==> src/rtl/cvxif_arb_pkg.sv <==
// -----------------------------------------------------------------------------
// cvxif_arb_pkg
// Shared types and defaults for the CV-X-IF issue arbiter.
//   NR_PORTS / ID_WIDTH / REG_WIDTH : default configuration of the arbiter
//   nr_slots()                       : outstanding-table depth for an ID width
//   slot_entry_t                     : one outstanding-table entry
//   issue_req_t / result_t           : packed per-port issue and result bundles
// -----------------------------------------------------------------------------
package cvxif_arb_pkg;

  localparam int unsigned NR_PORTS  = 2;
  localparam int unsigned ID_WIDTH  = 3;
  localparam int unsigned REG_WIDTH = 64;
  localparam int unsigned PORT_W    = $clog2(NR_PORTS);

  // Every coprocessor-side ID maps to exactly one table slot.
  function automatic int unsigned nr_slots(input int unsigned id_width);
    return 32'd1 << id_width;
  endfunction

  typedef struct packed {
    logic                busy;
    logic [PORT_W-1:0]   port;
    logic [ID_WIDTH-1:0] id;
  } slot_entry_t;

  typedef struct packed {
    logic [31:0]            instr;
    logic [2*REG_WIDTH-1:0] rs;
    logic [ID_WIDTH-1:0]    id;
  } issue_req_t;

  typedef struct packed {
    logic [ID_WIDTH-1:0]  id;
    logic [REG_WIDTH-1:0] data;
    logic [4:0]           rd;
    logic                 we;
  } result_t;

endpackage

==> src/rtl/cvxif_issue_arbiter_if.sv <==
// -----------------------------------------------------------------------------
// cvxif_issue_arbiter_if
// Bundles the requester-side and coprocessor-side CV-X-IF issue/result signals.
// Suffixes _i/_o are from the arbiter's point of view.
//   modport slave  : the arbiter
//   modport master : the environment (requesters + coprocessor)
// -----------------------------------------------------------------------------
interface cvxif_issue_arbiter_if #(
  parameter int unsigned NrPorts  = cvxif_arb_pkg::NR_PORTS,
  parameter int unsigned IdWidth  = cvxif_arb_pkg::ID_WIDTH,
  parameter int unsigned RegWidth = cvxif_arb_pkg::REG_WIDTH
);
  // requester side
  logic [NrPorts-1:0]            req_issue_valid_i;
  logic [NrPorts-1:0]            req_issue_ready_o;
  logic                          req_issue_accept_o;
  logic [NrPorts*32-1:0]         req_issue_instr_i;
  logic [NrPorts*2*RegWidth-1:0] req_issue_rs_i;
  logic [NrPorts*IdWidth-1:0]    req_issue_id_i;
  logic [NrPorts-1:0]            req_result_valid_o;
  logic [NrPorts-1:0]            req_result_ready_i;
  logic [IdWidth-1:0]            req_result_id_o;
  logic [RegWidth-1:0]           req_result_data_o;
  logic [4:0]                    req_result_rd_o;
  logic                          req_result_we_o;
  // coprocessor side
  logic                          cop_issue_valid_o;
  logic                          cop_issue_ready_i;
  logic                          cop_issue_accept_i;
  logic [31:0]                   cop_issue_instr_o;
  logic [2*RegWidth-1:0]         cop_issue_rs_o;
  logic [IdWidth-1:0]            cop_issue_id_o;
  logic                          cop_result_valid_i;
  logic                          cop_result_ready_o;
  logic [IdWidth-1:0]            cop_result_id_i;
  logic [RegWidth-1:0]           cop_result_data_i;
  logic [4:0]                    cop_result_rd_i;
  logic                          cop_result_we_i;

  modport slave (
    input  req_issue_valid_i, req_issue_instr_i, req_issue_rs_i, req_issue_id_i,
           req_result_ready_i, cop_issue_ready_i, cop_issue_accept_i,
           cop_result_valid_i, cop_result_id_i, cop_result_data_i,
           cop_result_rd_i, cop_result_we_i,
    output req_issue_ready_o, req_issue_accept_o, req_result_valid_o,
           req_result_id_o, req_result_data_o, req_result_rd_o, req_result_we_o,
           cop_issue_valid_o, cop_issue_instr_o, cop_issue_rs_o, cop_issue_id_o,
           cop_result_ready_o
  );

  modport master (
    output req_issue_valid_i, req_issue_instr_i, req_issue_rs_i, req_issue_id_i,
           req_result_ready_i, cop_issue_ready_i, cop_issue_accept_i,
           cop_result_valid_i, cop_result_id_i, cop_result_data_i,
           cop_result_rd_i, cop_result_we_i,
    input  req_issue_ready_o, req_issue_accept_o, req_result_valid_o,
           req_result_id_o, req_result_data_o, req_result_rd_o, req_result_we_o,
           cop_issue_valid_o, cop_issue_instr_o, cop_issue_rs_o, cop_issue_id_o,
           cop_result_ready_o
  );
endinterface

==> src/rtl/rr_arb_lock.sv <==
// -----------------------------------------------------------------------------
// rr_arb_lock
// Round-robin arbiter whose grant is frozen while a granted request is pending.
//   clk_i, rst_ni : clock, asynchronous active-low reset
//   i_valid       : per-port requests
//   i_active      : the granted request is actually presented downstream
//   i_handshake   : the presented request completed this cycle
//   o_gnt         : granted port index
//   o_gnt_valid   : the granted port is requesting
// -----------------------------------------------------------------------------
module rr_arb_lock #(
  parameter int unsigned NrPorts = 2
) (
  input  logic                       clk_i,
  input  logic                       rst_ni,
  input  logic [NrPorts-1:0]         i_valid,
  input  logic                       i_active,
  input  logic                       i_handshake,
  output logic [$clog2(NrPorts)-1:0] o_gnt,
  output logic                       o_gnt_valid
);
  localparam int unsigned PortW = $clog2(NrPorts);

  logic [PortW-1:0] r_rr;
  logic [PortW-1:0] r_gnt;
  logic             r_lock;
  logic [PortW-1:0] w_search;
  logic [PortW-1:0] w_idx;

  // Walk from the highest offset down so the last hit is the first valid port
  // at or after r_rr (with wrap).
  always_comb begin
    w_search = r_rr;
    w_idx    = '0;
    for (int i = int'(NrPorts) - 1; i >= 0; i--) begin
      w_idx = PortW'((int'(r_rr) + i) % int'(NrPorts));
      if (i_valid[w_idx]) w_search = w_idx;
    end
  end

  assign o_gnt       = r_lock ? r_gnt : w_search;
  assign o_gnt_valid = i_valid[o_gnt];

  always_ff @(posedge clk_i or negedge rst_ni) begin
    if (!rst_ni) begin
      r_rr   <= '0;
      r_gnt  <= '0;
      r_lock <= 1'b0;
    end else begin
      r_gnt <= o_gnt;
      if (i_handshake) begin
        r_rr   <= (o_gnt == PortW'(NrPorts - 1)) ? '0 : o_gnt + PortW'(1);
        r_lock <= 1'b0;
      end else begin
        // Only a request that is really on the bus is held; a request stalled
        // by a full table is free to lose the grant.
        r_lock <= i_active;
      end
    end
  end
endmodule

==> src/rtl/cvxif_issue_arbiter.sv <==
// -----------------------------------------------------------------------------
// cvxif_issue_arbiter
// Shares one CV-X-IF coprocessor between NrPorts requesters. Issues are
// arbitrated round-robin, each accepted instruction gets a coprocessor-side ID
// (a slot in the outstanding table), and results are routed back to the
// issuing requester with its original ID.
//   clk_i, rst_ni     : clock, asynchronous active-low reset
//   bus (slave)       : requester and coprocessor issue/result channels
//   outstanding_o     : number of busy slots
//   spurious_result_o : one-cycle pulse after a result for a free slot
// -----------------------------------------------------------------------------
module cvxif_issue_arbiter
  import cvxif_arb_pkg::*;
#(
  parameter int unsigned NrPorts  = NR_PORTS,
  parameter int unsigned IdWidth  = ID_WIDTH,
  parameter int unsigned RegWidth = REG_WIDTH
) (
  input  logic                 clk_i,
  input  logic                 rst_ni,
  cvxif_issue_arbiter_if.slave bus,
  output logic [IdWidth:0]     outstanding_o,
  output logic                 spurious_result_o
);
  localparam int unsigned NrSlots = nr_slots(IdWidth);
  localparam int unsigned PortW   = $clog2(NrPorts);
  localparam int unsigned OutW    = IdWidth + 1;

  logic [PortW-1:0]   w_gnt;
  logic               w_gnt_valid;
  logic               w_any_free;
  logic [IdWidth-1:0] w_free_idx;
  logic               w_issue_valid;
  logic               w_issue_out;
  logic               w_issue_hs;
  logic               w_alloc;
  issue_req_t         w_gnt_req;
  slot_entry_t        w_res_entry;
  result_t            w_res_out;
  logic               w_res_hs;

  slot_entry_t        r_table [NrSlots];
  logic [OutW-1:0]    r_outstanding;
  logic               r_spurious;

  rr_arb_lock #(.NrPorts(NrPorts)) u_arb (
    .clk_i      (clk_i),
    .rst_ni     (rst_ni),
    .i_valid    (bus.req_issue_valid_i),
    .i_active   (w_issue_valid),
    .i_handshake(w_issue_hs),
    .o_gnt      (w_gnt),
    .o_gnt_valid(w_gnt_valid)
  );

  // Lowest-index free slot, taken from the table state before this cycle's free.
  always_comb begin
    w_any_free = 1'b0;
    w_free_idx = '0;
    for (int s = int'(NrSlots) - 1; s >= 0; s--) begin
      if (!r_table[s].busy) begin
        w_any_free = 1'b1;
        w_free_idx = IdWidth'(s);
      end
    end
  end

  assign w_gnt_req.instr = bus.req_issue_instr_i[w_gnt*32 +: 32];
  assign w_gnt_req.rs    = bus.req_issue_rs_i[w_gnt*2*RegWidth +: 2*RegWidth];
  assign w_gnt_req.id    = bus.req_issue_id_i[w_gnt*IdWidth +: IdWidth];

  assign w_issue_valid = w_gnt_valid & w_any_free;
  assign w_issue_out   = w_issue_valid & rst_ni;
  assign w_issue_hs    = w_issue_out & bus.cop_issue_ready_i;
  assign w_alloc       = w_issue_hs & bus.cop_issue_accept_i;

  assign bus.cop_issue_valid_o  = w_issue_out;
  assign bus.cop_issue_instr_o  = w_gnt_req.instr;
  assign bus.cop_issue_rs_o     = w_gnt_req.rs;
  assign bus.cop_issue_id_o     = w_free_idx;
  assign bus.req_issue_accept_o = bus.cop_issue_accept_i & w_issue_hs;

  // Result lookup: the coprocessor ID indexes the table directly.
  assign w_res_entry = r_table[bus.cop_result_id_i];
  assign w_res_out   = '{id:   w_res_entry.id,
                         data: bus.cop_result_data_i,
                         rd:   bus.cop_result_rd_i,
                         we:   bus.cop_result_we_i};

  // A result for a free slot is drained so the coprocessor never stalls on it.
  assign bus.cop_result_ready_o = w_res_entry.busy ? bus.req_result_ready_i[w_res_entry.port] : 1'b1;
  assign w_res_hs = bus.cop_result_valid_i & bus.cop_result_ready_o & w_res_entry.busy;

  assign bus.req_result_id_o   = w_res_out.id;
  assign bus.req_result_data_o = w_res_out.data;
  assign bus.req_result_rd_o   = w_res_out.rd;
  assign bus.req_result_we_o   = w_res_out.we;

  for (genvar gi = 0; gi < NrPorts; gi++) begin : g_port
    assign bus.req_issue_ready_o[gi]  = (w_gnt == PortW'(gi)) & w_issue_hs;
    assign bus.req_result_valid_o[gi] = w_res_entry.busy & (w_res_entry.port == PortW'(gi))
                                        & bus.cop_result_valid_i & rst_ni;
  end

  always_ff @(posedge clk_i or negedge rst_ni) begin
    if (!rst_ni) begin
      for (int s = 0; s < int'(NrSlots); s++) r_table[s] <= '0;
      r_outstanding <= '0;
      r_spurious    <= 1'b0;
    end else begin
      // The allocated slot was free and the freed slot was busy, so the two
      // branches never target the same entry.
      for (int s = 0; s < int'(NrSlots); s++) begin
        if (w_alloc && (w_free_idx == IdWidth'(s))) begin
          r_table[s] <= '{busy: 1'b1, port: w_gnt, id: w_gnt_req.id};
        end else if (w_res_hs && (bus.cop_result_id_i == IdWidth'(s))) begin
          r_table[s].busy <= 1'b0;
        end
      end
      case ({w_alloc, w_res_hs})
        2'b10:   r_outstanding <= r_outstanding + OutW'(1);
        2'b01:   r_outstanding <= r_outstanding - OutW'(1);
        default: r_outstanding <= r_outstanding;
      endcase
      r_spurious <= bus.cop_result_valid_i & ~w_res_entry.busy;
    end
  end

  assign outstanding_o     = r_outstanding;
  assign spurious_result_o = r_spurious;
endmodule
==> src/flat_wrapper.sv <==
// flat-port wrapper written by rule: the top's interface ports become plain ports
module cvxif_issue_arbiter_flat import cvxif_arb_pkg::*;
#(
  parameter int unsigned NrPorts  = NR_PORTS,
  parameter int unsigned IdWidth  = ID_WIDTH,
  parameter int unsigned RegWidth = REG_WIDTH
)
  (clk_i, rst_ni, outstanding_o, spurious_result_o, bus_req_issue_valid_i, bus_req_issue_instr_i, bus_req_issue_rs_i, bus_req_issue_id_i, bus_req_result_ready_i, bus_cop_issue_ready_i, bus_cop_issue_accept_i, bus_cop_result_valid_i, bus_cop_result_id_i, bus_cop_result_data_i, bus_cop_result_rd_i, bus_cop_result_we_i, bus_req_issue_ready_o, bus_req_issue_accept_o, bus_req_result_valid_o, bus_req_result_id_o, bus_req_result_data_o, bus_req_result_rd_o, bus_req_result_we_o, bus_cop_issue_valid_o, bus_cop_issue_instr_o, bus_cop_issue_rs_o, bus_cop_issue_id_o, bus_cop_result_ready_o);
  cvxif_issue_arbiter_if #(.NrPorts(NrPorts), .IdWidth(IdWidth), .RegWidth(RegWidth)) bus_i ();
  input  logic clk_i;
  input  logic rst_ni;
  output logic [IdWidth:0] outstanding_o;
  output logic spurious_result_o;
  input wire logic [$bits(bus_i.req_issue_valid_i)-1:0] bus_req_issue_valid_i;
  input wire logic [$bits(bus_i.req_issue_instr_i)-1:0] bus_req_issue_instr_i;
  input wire logic [$bits(bus_i.req_issue_rs_i)-1:0] bus_req_issue_rs_i;
  input wire logic [$bits(bus_i.req_issue_id_i)-1:0] bus_req_issue_id_i;
  input wire logic [$bits(bus_i.req_result_ready_i)-1:0] bus_req_result_ready_i;
  input wire logic [$bits(bus_i.cop_issue_ready_i)-1:0] bus_cop_issue_ready_i;
  input wire logic [$bits(bus_i.cop_issue_accept_i)-1:0] bus_cop_issue_accept_i;
  input wire logic [$bits(bus_i.cop_result_valid_i)-1:0] bus_cop_result_valid_i;
  input wire logic [$bits(bus_i.cop_result_id_i)-1:0] bus_cop_result_id_i;
  input wire logic [$bits(bus_i.cop_result_data_i)-1:0] bus_cop_result_data_i;
  input wire logic [$bits(bus_i.cop_result_rd_i)-1:0] bus_cop_result_rd_i;
  input wire logic [$bits(bus_i.cop_result_we_i)-1:0] bus_cop_result_we_i;
  output wire logic [$bits(bus_i.req_issue_ready_o)-1:0] bus_req_issue_ready_o;
  output wire logic [$bits(bus_i.req_issue_accept_o)-1:0] bus_req_issue_accept_o;
  output wire logic [$bits(bus_i.req_result_valid_o)-1:0] bus_req_result_valid_o;
  output wire logic [$bits(bus_i.req_result_id_o)-1:0] bus_req_result_id_o;
  output wire logic [$bits(bus_i.req_result_data_o)-1:0] bus_req_result_data_o;
  output wire logic [$bits(bus_i.req_result_rd_o)-1:0] bus_req_result_rd_o;
  output wire logic [$bits(bus_i.req_result_we_o)-1:0] bus_req_result_we_o;
  output wire logic [$bits(bus_i.cop_issue_valid_o)-1:0] bus_cop_issue_valid_o;
  output wire logic [$bits(bus_i.cop_issue_instr_o)-1:0] bus_cop_issue_instr_o;
  output wire logic [$bits(bus_i.cop_issue_rs_o)-1:0] bus_cop_issue_rs_o;
  output wire logic [$bits(bus_i.cop_issue_id_o)-1:0] bus_cop_issue_id_o;
  output wire logic [$bits(bus_i.cop_result_ready_o)-1:0] bus_cop_result_ready_o;
  assign bus_i.req_issue_valid_i = bus_req_issue_valid_i;
  assign bus_i.req_issue_instr_i = bus_req_issue_instr_i;
  assign bus_i.req_issue_rs_i = bus_req_issue_rs_i;
  assign bus_i.req_issue_id_i = bus_req_issue_id_i;
  assign bus_i.req_result_ready_i = bus_req_result_ready_i;
  assign bus_i.cop_issue_ready_i = bus_cop_issue_ready_i;
  assign bus_i.cop_issue_accept_i = bus_cop_issue_accept_i;
  assign bus_i.cop_result_valid_i = bus_cop_result_valid_i;
  assign bus_i.cop_result_id_i = bus_cop_result_id_i;
  assign bus_i.cop_result_data_i = bus_cop_result_data_i;
  assign bus_i.cop_result_rd_i = bus_cop_result_rd_i;
  assign bus_i.cop_result_we_i = bus_cop_result_we_i;
  assign bus_req_issue_ready_o = bus_i.req_issue_ready_o;
  assign bus_req_issue_accept_o = bus_i.req_issue_accept_o;
  assign bus_req_result_valid_o = bus_i.req_result_valid_o;
  assign bus_req_result_id_o = bus_i.req_result_id_o;
  assign bus_req_result_data_o = bus_i.req_result_data_o;
  assign bus_req_result_rd_o = bus_i.req_result_rd_o;
  assign bus_req_result_we_o = bus_i.req_result_we_o;
  assign bus_cop_issue_valid_o = bus_i.cop_issue_valid_o;
  assign bus_cop_issue_instr_o = bus_i.cop_issue_instr_o;
  assign bus_cop_issue_rs_o = bus_i.cop_issue_rs_o;
  assign bus_cop_issue_id_o = bus_i.cop_issue_id_o;
  assign bus_cop_result_ready_o = bus_i.cop_result_ready_o;
  cvxif_issue_arbiter #(.NrPorts(NrPorts), .IdWidth(IdWidth), .RegWidth(RegWidth)) u_core (.clk_i(clk_i), .rst_ni(rst_ni), .bus(bus_i), .outstanding_o(outstanding_o), .spurious_result_o(spurious_result_o));
endmodule
==> config.mk <==
export PLATFORM = sky130hd
export DESIGN_NAME = cvxif_issue_arbiter_flat
export DESIGN_NICKNAME = d
export VERILOG_FILES = /design/src/rtl/cvxif_arb_pkg.sv /design/src/rtl/cvxif_issue_arbiter_if.sv /design/src/rtl/rr_arb_lock.sv /design/src/rtl/cvxif_issue_arbiter.sv /design/src/flat_wrapper.sv
export SDC_FILE = /design/constraint.sdc
export NUM_CORES = 1
export LEC_CHECK = 0
export ABC_CLOCK_PERIOD_IN_PS = 2850
export BUFFER_PORTS_ARGS = -buffer_cell sky130_fd_sc_hd__buf_2
export CORE_AREA = 5 5 249 251
export DETAILED_ROUTE_END_ITERATION = 6
export DIE_AREA = 0 0 254 256
export PLACE_DENSITY = 0.3
export SKIP_CTS_REPAIR_TIMING = 1
export SLEW_MARGIN = 30
export SYNTH_ARGS = -nofsm -noshare
export SYNTH_HDL_FRONTEND = slang
export SYNTH_HIERARCHICAL = 1
export SYNTH_SLANG_ARGS = --single-unit
==> constraint.sdc <==
create_clock -name clk_i -period 2.85 [get_ports clk_i]
set_input_delay 0.1425 -clock clk_i [delete_from_list [all_inputs] [get_ports clk_i]]
set_output_delay 0.1425 -clock clk_i [all_outputs]
set_load 0.01 [all_outputs]
# --- Word level (Yosys, flattened, before mapping) ---
# Index checks and enable logic that the tools add are counted.
classes:
  mux: 50
  eq_ne: 16
  shift: 3
  n_mul: 1
  order_cmp: 5
  bitwise: 19
  reduce_logical: 27
  addsub: 4
ops:
  columns: ["cell", "n"]
  rows:
  - ["256-bit by 9-bit indexed part select with 128-bit output", 1]
  - ["64-bit by 7-bit indexed part select with 32-bit output", 1]
  - ["1-bit two-way mux", 38]
  - ["3-bit == test, second input constant", 8]
  - ["3-bit two-way mux", 8]
  - ["2-bit nonzero test", 9]
  - ["1-bit logical AND", 16]
  - ["1-bit bitwise AND", 15]
  - ["5-bit binary-select mux with 3-bit select", 1]
  - ["3-bit by 2-bit == test with 1-bit output, second input constant", 4]
  - ["5-bit two-way mux", 2]
  - ["1-bit by 2-bit < comparator with 1-bit output, second input constant", 4]
  - ["4-bit one-hot mux with 2 select lines", 1]
  - ["3-bit by 1-bit == test with 1-bit output, second input constant", 2]
  - ["3-bit zero test", 2]
  - ["6-bit by 4-bit indexed part select with 3-bit output", 1]
  - ["4-bit by 1-bit adder with 4-bit output, second input constant", 1]
  - ["4-bit greater-or-equal comparator, second input constant", 1]
  - ["3-bit inverter with 4-bit output", 1]
  - ["4-bit by 1-bit subtractor with 4-bit output, second input constant", 1]
  - ["1-bit by 2-bit multiplier with 3-bit output, second input constant", 1]
  - ["1-bit inverter", 3]
  - ["1-bit adder, second input constant", 2]
  - ["2-bit by 1-bit == test with 1-bit output, second input constant", 1]
  - ["2-bit == test, second input constant", 1]
word_totals:
  input_bits: 408
  output_inout_bits: 248
  regBits: 48

# --- Depth between registers and ports, before layout ---
logic_depth:
  depth_word: 14
  mapped_depth: 13

# --- Modules after synthesis ---
# Netlist, hierarchy kept.
modules_own_cells:
  columns: ["module", "area_each_um2", "cells_each", "instances"]
  rows:
  - ["cvxif_issue_arbiter", 6117.1, 633, 1]
  - ["rr_arb_lock", 157.7, 19, 1]

# --- Worst setup path after synthesis ---
# Ideal clock, no wire load.
synth_timing:
  path_kind: "input -> register"
  start: "input port bus_cop_result_id_i[1]"
  end: "register u_core.r_outstanding[2], in the netlist u_core/outstanding_o[2]"
  path_buffers: 1
  arrival_time_ns: 2.374
  cell_stages: 13
  slack_ns: 0.347
  t_required_ns: 2.721
  cell_sequence: "buf_6 > mux2i_1 > a21o_1 > a221oi_4 > mux2i_1 > and3b_1 > ha_1 > xor2_1 > ha_1 > a21oi_1 > xor2_1 > nor2_1 > xor2_1"
synth_between:
  elab_chain_len: 11
synth_lines:
  columns: ["element", "line_no", "text"]
  rows:
  - ["start, declared", "flat_wrapper.sv:22", "input wire logic [$bits(bus_i.cop_result_id_i)-1:0] bus_cop_result_id_i;"]
  - ["3-bit inverter with 4-bit output (implied by the code) *", "cvxif_issue_arbiter.sv:84", "assign w_res_entry = r_table[bus.cop_result_id_i];"]
  - ["5-bit binary-select mux with 3-bit select *", "cvxif_issue_arbiter.sv:84", null]
  - ["5-bit two-way mux (implied by the code) * (2 in series)", "cvxif_issue_arbiter.sv:84", null]
  - ["1-bit two-way mux (implied by the code) (2 in series)", "cvxif_issue_arbiter.sv:91", "assign bus.cop_result_ready_o = w_res_entry.busy ? bus.req_result_ready_i[w_res_entry.port] : 1'b1;"]
  - ["1-bit two-way mux", "cvxif_issue_arbiter.sv:91", null]
  - ["1-bit bitwise AND", "cvxif_issue_arbiter.sv:92", "assign w_res_hs = bus.cop_result_valid_i & bus.cop_result_ready_o & w_res_entry.busy;"]
  - ["1-bit bitwise AND *", "cvxif_issue_arbiter.sv:92", null]
  - ["2-bit by 1-bit == test with 1-bit output / 2-bit == test (equally long branches)", "cvxif_issue_arbiter.sv:120", "case ({w_alloc, w_res_hs})"]
  - ["4-bit one-hot mux with 2 select lines / 2-bit nonzero test (equally long branches)", null, null]
  - ["end signal, assigned", "cvxif_issue_arbiter.sv:121", "2'b10: r_outstanding <= r_outstanding + OutW'(1);"]
  - ["end signal, assigned", "cvxif_issue_arbiter.sv:122", "2'b01: r_outstanding <= r_outstanding - OutW'(1);"]
  - ["end signal, assigned", "cvxif_issue_arbiter.sv:123", "default: r_outstanding <= r_outstanding;"]
  - ["end, declared", "cvxif_issue_arbiter.sv:43", "logic [OutW-1:0] r_outstanding;"]
# Every way passes the cells marked *; elsewhere a longest branch is shown, timed or not. The select of a mux whose other input is x is not followed.
# A chain may end at the register's enable or synchronous reset.

# --- Final worst setup path ---
layout_timing:
  start: "register u_core.u_arb.r_lock"
  end: "register u_core.r_outstanding[2], in the netlist u_core/outstanding_o[2]"
layout_between:
  elab_chain_len: 9
layout_lines:
  columns: ["element", "line_no", "text"]
  rows:
  - ["start, declared", "rr_arb_lock.sv:26", "logic r_lock;"]
  - ["start signal, assigned", "rr_arb_lock.sv:57", "r_lock <= i_active;"]
  - ["1-bit two-way mux *", "rr_arb_lock.sv:41", "assign o_gnt = r_lock ? r_gnt : w_search;"]
  - ["1-bit two-way mux (implied by the code) * (2 in series)", "rr_arb_lock.sv:42", "assign o_gnt_valid = i_valid[o_gnt];"]
  - ["via u_core.w_gnt_valid", "cvxif_issue_arbiter.sv:30", "logic w_gnt_valid;"]
  - ["1-bit bitwise AND *", "cvxif_issue_arbiter.sv:72", "assign w_issue_valid = w_gnt_valid & w_any_free;"]
  - ["via u_core.w_issue_valid", "cvxif_issue_arbiter.sv:33", "logic w_issue_valid;"]
  - ["1-bit bitwise AND *", "cvxif_issue_arbiter.sv:73", "assign w_issue_out = w_issue_valid & rst_ni;"]
  - ["1-bit bitwise AND *", "cvxif_issue_arbiter.sv:74", "assign w_issue_hs = w_issue_out & bus.cop_issue_ready_i;"]
  - ["via u_core.w_issue_hs", "cvxif_issue_arbiter.sv:35", "logic w_issue_hs;"]
  - ["1-bit bitwise AND *", "cvxif_issue_arbiter.sv:75", "assign w_alloc = w_issue_hs & bus.cop_issue_accept_i;"]
  - ["2-bit by 1-bit == test with 1-bit output / 2-bit == test (equally long branches)", "cvxif_issue_arbiter.sv:120", null]
  - ["4-bit one-hot mux with 2 select lines / 2-bit nonzero test (equally long branches)", null, null]
# Mark *: on every way through the listed nets, which the timed path passes. The rest lies on a longest branch. The select of a mux whose other input is x is not followed.

==> results.ini <==
[finish]
drive_gt1_share_pct=79.73
nNetsFinal=1362
fillers=6867
utilization_pct=14.23
area_growth_pct=35.31
final_cell_mix=buf_2 (515), mux2_2 (186), dfrtp_1 (48)
final_common_cell=buf_2
regArea_um2=1201
multi_input_area_um2=3196
stdcell_area_um2=8491

[setup_path]
startpoint_type=register
crit_fanout=4
r2r_slack_ns=0.25
cp.required_ns=3.03
crit_start=u_core/u_arb/r_lock$_DFF_PN0_
cp.arrival_ns=2.78
worstRegToRegCells=13
r2r_end=u_core/outstanding_o[2]$_DFFE_PN0P_
r2r_start=u_core/u_arb/r_lock$_DFF_PN0_
cp-end-kind=register
crit_type=register to register
crit_end=u_core/outstanding_o[2]$_DFFE_PN0P_

[floorplan]
die-area_um2=65020
die_h_um=256
die_x_um=254
ios=656
fp-row-count=90
coreArea_um2=59680
start_util_pct=10.51

[min_path]
hp-class=input port to register

[logic_synthesis]
ys_top_cells_by_area=mux2_2 (33%), buf_4 (28%), dfrtp_1 (19%)
synth_cells=652
synth_area_um2=6275
synth-seq-cells=48
synth-edff-count=0
synth_top_area_cell=mux2_2
yosysTopAreaCellShare_pct=33.38
syn_area_per_cell_um2=9.624
yosys_warnings=6
async_flop_share_pct=100.0
ys.flop_type=dfrtp_1
synth.distinct_cells=49
yosysSeqAreaShare_pct=19.14
synth_fp_nets=1063

[clocking]
cts_tree=yes
clk_pin_slew_ns=0.07
cts_buffers=5
clock_latency_ns=0.29
root_buffer=clkbuf_16
htree_num_levels=2
clock_sinks=48
clk_path_buf_depth=2

[timing]
final_hold_viol_count=0
rsz0062_at_grt=false
clock_skew_ns=0.005407
setup_viol=0
tightest_slew_ns=0.6111
fmax_mhz=384.7
fin_crit_ns=2.600
setup_slack_ns=0.2504
setup_tns_ns=0
whs_ns=0.1819
report.final.slew_viol_count=0
fin_crit_sh_pct=91.21
slew_headroom_pct=59.26

[placement]
pre_cts_slack_ns=0.2163
dpl.hpwl_um=25140
dpl-instance-area_um2=8295
gp_congestion=0.8108
portBuffers=515

[run]
maxCapViolCount=0

[global_routing]
grt_usage_pct=7.627
grt_max_degree=48
grt_pass1_vias=5670
grt_pass1_wl_um=37580
antenna_found_initial=15
overflow=0

[power_and_ir_drop]
powerDensity_nw_per_um2=698.9
p_leak_nw=4.115
worst_ir_drop_vdd_uv=266.7

[drt]
routed_wl_um=28020
drc=0
drtAntennaViolNets=0
drtPass1Iterations=4
vias=5558
drtIter0Drc=181
viasPerCell=3.200
wl_per_cell_um=16.13

[run_status]
status=finished clean

cells by family (layout without fill, tap and decap cells):
family / Yosys count / count (layout) / synth area share, %
compound gates: 52 / 52 / 5.803
xor+xnor: 5 / 5 / 0.6979
fa+ha+maj: 3 / 3 / 0.5983
buf+inv: 265 / 565 / 30.15
flops: 48 / 48 / 19.14
mux: 204 / 204 / 37.53
other cells: 0 / 3 / 0
simple gates: 75 / 75 / 6.082
flip-flops by register name (all words and copies together), names as in the netlist:
| register | flops |
|---|---|
| u_core/u_arb/r_lock | 1 |
| u_core/u_arb/r_gnt | 1 |
| u_core/r_table | 40 |
| u_core/u_arb/r_rr | 1 |
| u_core/spurious_result_o | 1 |
| u_core/outstanding_o | 4 |
Yosys cell counts (2+ instances only):
| cell | instances |
|---|---|
| mux2i_1 | 11 |
| and3_1 | 2 |
| buf_2 | 19 |
| a21oi_1 | 23 |
| a31oi_1 | 2 |
| xor2_1 | 4 |
| nor3b_1 | 2 |
| nand2b_1 | 4 |
| dfrtp_1 | 48 |
| nor2b_1 | 8 |
| and2_1 | 2 |
| o31ai_1 | 2 |
| inv_1 | 7 |
| o21ai_1 | 2 |
| nand3_1 | 4 |
| mux4_2 | 6 |
| nand4_1 | 2 |
| buf_4 | 230 |
| o32a_1 | 3 |
| o22ai_1 | 3 |
| nor2_1 | 25 |
| o21ai_0 | 6 |
| nand2_1 | 18 |
| ha_1 | 3 |
| clkbuf_1 | 7 |
| mux2_2 | 186 |
worst max-delay path: stages (launching register included):
cell and delay, ns:
dfrtp_1 0.43, nand2_1 0.15, nor2_1 0.06, a21oi_1 0.23, o31a_1 0.24, and3_1 0.19, nand2_1 0.09, ha_1 0.24
xor2_1 0.17, ha_1 0.18, a21oi_1 0.14, xor2_1 0.17, nor2_1 0.07, xor2_1 0.14
how the worst min path moves through the flow:
stage	start	to	slack, ns	depth (start not counted)
after floorplan	rst_ni	u_core/outstanding_o[0]$_DFFE_PN0P_	-0.15	0
after global placement	rst_ni	u_core/u_arb/r_lock$_DFF_PN0_	0.03	1
after detailed placement	rst_ni	u_core/r_table[11]$_DFFE_PN0P_	0.03	1
after CTS	rst_ni	u_core/u_arb/r_gnt$_DFF_PN0_	-0.28	1
after global routing	bus_cop_result_valid_i	u_core/spurious_result_o$_DFF_PN0_	0.18	2
final	bus_cop_result_valid_i	u_core/spurious_result_o$_DFF_PN0_	0.18	2
cell type report:
type                            instances  area share [%]
Inverter                                8          0.3831
Clock inverter                          2          0.4568
Tap cell                              782           11.52
Timing Repair Buffer                  549           34.13
Clock buffer                            6           1.636
Antenna cell                            3         0.08842
Multi-Input combinational cell        339           37.64
Sequential cell                        48           14.15
where the power goes:
part           internal, W  leakage (nW)  total, W  switching [W]
logic              0.00213          3.41   0.00411        0.00197
registers         0.000902         0.614   0.00111       0.000207
clock network     0.000440        0.0871  0.000718       0.000278
total              0.00348          4.12   0.00593        0.00246
layer usage:
layer	track usage, %	vias to the layer above	wire length [µm]
met5	0	-	86
li1	-	2633	-
met3	3.404	44	3609
met4	1.238	14	411
met2	14.17	339	14150
met1	8.027	2528	9762
metrics by stage:
| step | total power, W | instances |
|---|---|---|
| final | 0.005934 | 1737 |
| after global routing | 0.006349 | 1734 |
| after CTS | 0.006060 | 1733 |
| after detailed placement | 0.005306 | 1725 |
| after global placement | 0.005338 | 1725 |
| after floorplan | 0.004587 | 652 |
No activity file was read; power rests on OpenSTA's default activity.
